<file path="config.mk">
export PLATFORM = sky130hd
export DESIGN_NAME = pc_unit
export DESIGN_NICKNAME = d
export VERILOG_FILES = /design/src/rtl/pc_pkg.sv /design/src/rtl/pc_next_sel.sv /design/src/rtl/pc_unit.sv
export SDC_FILE = /design/constraint.sdc
export NUM_CORES = 1
export LEC_CHECK = 0
export CAP_MARGIN = 20
export CORE_ASPECT_RATIO = 1.2
export CORE_MARGIN = 2
export CORE_UTILIZATION = 40
export DETAILED_ROUTE_END_ITERATION = 10
export PLACE_DENSITY = 0.8
export SLEW_MARGIN = 20
export SYNTH_ARGS = -nofsm -noshare
export SYNTH_HDL_FRONTEND = slang
export SYNTH_SLANG_ARGS = --single-unit
export TNS_END_PERCENT = 1
</file>
<file path="constraint.sdc">
create_clock -name i_clock -period 2.3 [get_ports i_clock]
set_clock_uncertainty 0.2 [all_clocks]
set_input_delay 0.23 -clock i_clock [delete_from_list [all_inputs] [get_ports i_clock]]
set_output_delay 0.23 -clock i_clock [all_outputs]
set_load 0.02 [all_outputs]
</file>
<file path="src/rtl/pc_pkg.sv">
// Shared types and defaults for the IF-stage program-counter unit.
package pc_pkg;

    typedef enum logic [1:0] {
        IDLE   = 2'd0,
        RUN    = 2'd1,
        HALTED = 2'd2
    } pc_state_e;

    localparam int unsigned PC_STEP_DEF  = 32'd4;
    localparam logic [31:0] RESET_PC_DEF = 32'h0000_0000;

    // Low-bit mask covering log2(step) bits; step must be a power of two.
    function automatic logic [31:0] align_mask(input int unsigned step);
        logic [63:0] one_hot;
        one_hot = 64'd1 << $clog2(step);
        return 32'(one_hot - 64'd1);
    endfunction

endpackage

</file>
<file path="src/rtl/pc_next_sel.sv">
// Combinational next-PC priority mux for the IF stage.
// Misaligned-redirect detection exists only when PC_MISALIGN_TRAP_EN is defined.
module pc_next_sel
    import pc_pkg::*;
#(
    parameter int unsigned N_BITS  = 32,
    parameter int unsigned PC_STEP = PC_STEP_DEF
) (
    input  logic [N_BITS-1:0] pc_plus,
    input  logic              branch_taken,
    input  logic [N_BITS-1:0] branch_target,
    input  logic              jump,
    input  logic [N_BITS-1:0] jump_target,
    output logic [N_BITS-1:0] next_pc,
    output logic              misaligned
);

    // Branch belongs to the older instruction, so it wins over a jump.
    always_comb begin
        next_pc = pc_plus;
        if (branch_taken) begin
            next_pc = branch_target;
        end else if (jump) begin
            next_pc = jump_target;
        end else begin
            next_pc = pc_plus;
        end
    end

`ifdef PC_MISALIGN_TRAP_EN
    localparam logic [N_BITS-1:0] ALIGN_MASK = N_BITS'(align_mask(PC_STEP));

    // When a redirect is selected, next_pc is the redirect target.
    assign misaligned = (branch_taken | jump) & ((next_pc & ALIGN_MASK) != {N_BITS{1'b0}});
`else
    assign misaligned = 1'b0;
`endif

endmodule

</file>
<file path="src/rtl/pc_unit.sv">
// Program-counter unit: PC register, incrementer, redirect priority, stall, halt, single-step.
// Optional misaligned-redirect trap enabled by defining PC_MISALIGN_TRAP_EN.
module pc_unit
    import pc_pkg::*;
#(
    parameter int unsigned       N_BITS   = 32,
    parameter int unsigned       PC_STEP  = PC_STEP_DEF,
    parameter logic [N_BITS-1:0] RESET_PC = N_BITS'(RESET_PC_DEF)
) (
    input  logic              i_clock,
    input  logic              i_reset,
    input  logic              i_enable,
    input  logic              i_stall,
    input  logic              i_branch_taken,
    input  logic [N_BITS-1:0] i_branch_target,
    input  logic              i_jump,
    input  logic [N_BITS-1:0] i_jump_target,
    input  logic              i_halt,
    input  logic              i_step_mode,
    input  logic              i_step,
    output logic [N_BITS-1:0] o_pc,
    output logic [N_BITS-1:0] o_pc_plus,
    output logic              o_halted,
    output logic              o_misaligned
);

    pc_state_e         state_r;
    pc_state_e         state_next_s;
    logic [N_BITS-1:0] pc_r;
    logic [N_BITS-1:0] pc_next_s;
    logic [N_BITS-1:0] sel_pc_s;
    logic              sel_misaligned_s;
    logic              adv_s;
    logic              accept_s;
    logic              halted_r;

    assign adv_s     = i_enable & ~i_stall & (~i_step_mode | i_step);
    assign accept_s  = (state_r == RUN) & adv_s;
    assign o_pc_plus = pc_r + N_BITS'(PC_STEP);
    assign o_pc      = pc_r;
    assign o_halted  = halted_r;

    pc_next_sel #(
        .N_BITS (N_BITS),
        .PC_STEP(PC_STEP)
    ) u_next_sel (
        .pc_plus      (o_pc_plus),
        .branch_taken (i_branch_taken),
        .branch_target(i_branch_target),
        .jump         (i_jump),
        .jump_target  (i_jump_target),
        .next_pc      (sel_pc_s),
        .misaligned   (sel_misaligned_s)
    );

    // State register with PC and halt flag; reset wins over everything.
    always_ff @(posedge i_clock) begin
        if (!i_reset) begin
            state_r  <= IDLE;
            pc_r     <= RESET_PC;
            halted_r <= 1'b0;
        end else begin
            state_r  <= state_next_s;
            pc_r     <= pc_next_s;
            halted_r <= (state_next_s == HALTED);
        end
    end

    // Next-state logic; HALTED is only left through reset.
    always_comb begin
        state_next_s = state_r;
        case (state_r)
            IDLE: begin
                if (i_enable) begin
                    state_next_s = RUN;
                end else begin
                    state_next_s = IDLE;
                end
            end
            RUN: begin
                if (accept_s && (i_halt || sel_misaligned_s)) begin
                    state_next_s = HALTED;
                end else begin
                    state_next_s = RUN;
                end
            end
            HALTED:  state_next_s = HALTED;
            default: state_next_s = IDLE;
        endcase
    end

    // Next PC: only an accepted, non-halting, aligned advance moves the PC.
    always_comb begin
        pc_next_s = pc_r;
        if (accept_s && !i_halt && !sel_misaligned_s) begin
            pc_next_s = sel_pc_s;
        end else begin
            pc_next_s = pc_r;
        end
    end

`ifdef PC_MISALIGN_TRAP_EN
    logic misaligned_r;

    // Sticky trap flag, cleared only by reset.
    always_ff @(posedge i_clock) begin
        if (!i_reset) begin
            misaligned_r <= 1'b0;
        end else if (accept_s && !i_halt && sel_misaligned_s) begin
            misaligned_r <= 1'b1;
        end else begin
            misaligned_r <= misaligned_r;
        end
    end

    assign o_misaligned = misaligned_r;
`else
    assign o_misaligned = 1'b0;
`endif

endmodule

</file>
==> metrics <==
run status finished, violations left; failing checks negative setup slack; Finish-stage setup viols 2; fraction of registers with async set/reset 0; drt wl/cell 17.5 um; Hold Fails Final Rpt 0; I/O Pins 139; Detail Route Antenna Nets 0; chip height 95.1 um; port buffer count roughly 140; dpl cells ~640; Unique masters post-synth 61; Clock Sinks 35; Top delay family on crit path simple AND/OR/NAND/NOR gates; RSZ-0062 raised after global routing true; routability cong. a little over 0.9; data required time of the worst path around 1900 ps; CP Buf/Inv Count 4; peak supply drop about 0.24 mV; crit-path cells buf_4 > buf_4 > and3_2 > nand3_1 > nor4_2 > buf_4 > xor2_1 > buf_4; clock transition at the registers of the reported paths ~80 ps; Worst R2R End o_pc[20]$_SDFFE_PN0P_; Ys Warns 0; post-DP HPWL around 8500 um; worst setup path startpoint o_pc[10]$_SDFFE_PN0P_; leak pwr between 2 and 2.5 nW; DR DRC count 0; Synthesized Nets 439; Synth Register Bits 35; Hold WC Path Type register to register; Critical Path Fanout Max 3; Initial Util 0.409; Die W about 80 um; part of the Yosys area used for sequential elements 0.253; WHS approximately 300 ps; TritonRoute pass-1 iters 5; Max transition margin 0.629; CP Data Arrival Time roughly 1900 ps; hold buffer count at CTS 0; Layout Area Growth over Synthesis 78.7%; area taken by multi-input logic gates around 0.002 mm2; final std cells w/o fill about 650; post-synthesis instance area between 0.002 and 0.003 mm2; CP Capture Type output pin; Num CTS Buffers 5; via count 3800; Tmin final 2330 ps; H-tree levels 2; Bufs on Longest Clock Path 2; dpl ws -261 ps; Total Routing Usage GR 0.285; largest net degree at the start of global routing 21; Final period util 1.01; global-route wire length before repair between 15000 and 20000 um; final wirelength 11400 um; slew of the pin with the lowest slew margin between 500 and 600 ps; Reg-to-Reg Start o_pc[3]$_SDFFE_PN0P_; Max Cap Violations 0; R2R Setup Slk about 140 ps; antenna violations before repair 0; # rows 33; Synth Instances 365; Avg Inst Size Synth 7.58 um2; CP Launch Type register; EDFF count, synth 0; nets 637; Overflow after GRT 0; CTS root buf clkbuf_8; ys flop type dfxtp_1; initial DRC count approximately 300; slowest cell delay on critical path around 360 ps; filler cell count 547; fraction of layout cells with a size suffix above 1 0.277; WS Path Type register to output pin; CP Depth 8; worst-skew pair later-pin latency 300 ps; Worst Setup EP o_pc_plus[30]; Core Region about 0.0068 mm2; final slew viol count 0; TritonCTS clock tree built; full die area ~0.0076 mm2; Most common cell on crit path buf_4; Slowest-stage cell, CP dfxtp_2; Fmax achieved roughly 430 MHz; setup slack after layout -29.7 ps; vias in the first global route between 3000 and 4000; register area roughly 720 um2; power density over the cells 306 mW/mm2; ANT cells 0; TNS Setup -45.1 ps; Via density between 5 and 6; worst r2r path cells 9
==> stage by stage <==
stage	cell area [um2]	power (mW)	utilization
4_1_cts	4820	1.50	0.712
6_report	4940	1.51	0.730
2_1_floorplan	2780	0.787	-
5_1_grt	4940	1.56	0.730
3_3_place_gp	4760	1.00	0.703
3_5_place_dp	4760	1.01	0.703
==> timing repair <==
action	4_1_cts	5_1_grt
buffers inserted	0	4
pin swaps	1	11
resized for setup	85	45
endpoints found under the setup margin	27	24
gates cloned	0	0
==> logic make-up (layout without fill, tap and decap cells) <==
family / after synthesis / after routing / share of synthesized area
AO/OA/AOI/OAI: 124 / 124 / 0.305
XOR/XNOR: 27 / 27 / 0.0855
adder cells (fa/ha/maj): 1 / 1 / 0.00452
buffers and inverters: 38 / 237 / 0.0588
flip-flops: 35 / 35 / 0.253
multiplexers: 5 / 5 / 0.0181
other: 1 / 1 / 0.00136
AND/OR/NAND/NOR: 134 / 134 / 0.273
==> cells in the mapped netlist, drive strengths merged (2+ instances only) <==
| master | number | area [um2] |
|---|---|---|
| a21boi | 4 | 30.0 |
| a21oi | 24 | 120 |
| a221o | 2 | 20.0 |
| a222oi | 4 | 40.0 |
| a22o | 4 | 35.0 |
| a22oi | 6 | 45.0 |
| a2bb2oi | 2 | 17.5 |
| a31oi | 7 | 43.8 |
| and2 | 7 | 43.8 |
| and3 | 9 | 57.6 |
| and4 | 4 | 36.3 |
| buf | 10 | 57.6 |
| clkbuf | 24 | 90.1 |
| dfxtp | 35 | 701 |
| inv | 4 | 15.0 |
| mux2i | 5 | 50.1 |
| nand2 | 36 | 135 |
| nand3 | 14 | 92.6 |
| nand4 | 12 | 93.8 |
| nor2 | 29 | 109 |
| nor2b | 2 | 12.5 |
| nor3 | 6 | 30.0 |
| nor4 | 7 | 73.8 |
| o211ai | 10 | 75.1 |
| o21a | 6 | 45.0 |
| o21ai | 27 | 135 |
| o22ai | 6 | 37.5 |
| o2bb2ai | 2 | 17.5 |
| o311ai | 2 | 17.5 |
| o31a | 4 | 35.0 |
| o31ai | 2 | 15.0 |
| o32ai | 3 | 33.8 |
| xnor2 | 14 | 123 |
| xor2 | 13 | 114 |
==> metal layers <==
metal	routed length [um]	track usage	vias up
met3	946	0.0473	31
met2	5750	0.506	242
met5	0	0	-
met4	285	0.0918	0
met1	4420	0.347	1766
li1	-	-	1761
==> layout make-up <==
cell class,instances,area share
Multi-Input combinational cell,292,0.406
Clock buffer,8,0.0202
Tap cell,87,0.0220
Inverter,4,0.00304
Timing Repair Buffer,225,0.402
Sequential cell,35,0.146
==> placed cells by master (no fill, tap or decap), types with 3 or more instances in the layout <==
cell type / netlist / routed
mux2i_1: 5 / 5
nand4_1: 9 / 9
o21ai_0: 27 / 27
xnor2_1: 14 / 13
and3_1: 8 / 6
nor4_1: 5 / 4
dfxtp_1: 35 / 23
a222oi_1: 4 / 4
o22ai_1: 6 / 6
and2_1: 7 / 7
o21a_1: 6 / 6
a21oi_1: 24 / 24
xor2_1: 13 / 13
nand3_1: 11 / 9
dfxtp_2: 0 / 10
nand3_4: 1 / 3
inv_1: 4 / 4
a21boi_0: 4 / 4
clkbuf_8: 0 / 7
buf_2: 7 / 6
o211ai_1: 10 / 10
a31oi_1: 7 / 7
clkdlybuf4s50_1: 0 / 111
o31a_1: 4 / 4
a22o_1: 4 / 4
a22oi_1: 6 / 6
nand2_1: 36 / 36
dlygate4sd2_1: 0 / 5
nor3_1: 6 / 4
nor2_1: 29 / 27
buf_4: 3 / 96
==> power by group <==
| part | internal [mW] | switching (mW) |
|---|---|---|
| Sequential | 0.614 | 0.00914 |
| Combinational | 0.213 | 0.167 |
| Clock | 0.274 | 0.236 |
| Total | 1.10 | 0.412 |
==> sequential cells by signal, indices dropped and copies added (netlist names) <==
signal	count
o_pc	32
state_r	2
o_halted	1
==> worst min path at each step <==
stage                               start               endpoint  cells after the start
floorplan                          i_halt  state_r[0]$_SDFF_PN0_                      1
global placement    state_r[1]$_SDFF_PN0_  state_r[0]$_SDFF_PN0_                      1
detailed placement  state_r[1]$_SDFF_PN0_  state_r[0]$_SDFF_PN0_                      1
CTS                 state_r[1]$_SDFF_PN0_  state_r[0]$_SDFF_PN0_                      1
global route        state_r[1]$_SDFF_PN0_  state_r[0]$_SDFF_PN0_                      1
finish              state_r[1]$_SDFF_PN0_  state_r[0]$_SDFF_PN0_                      1
(Power assumes the default switching activity.)
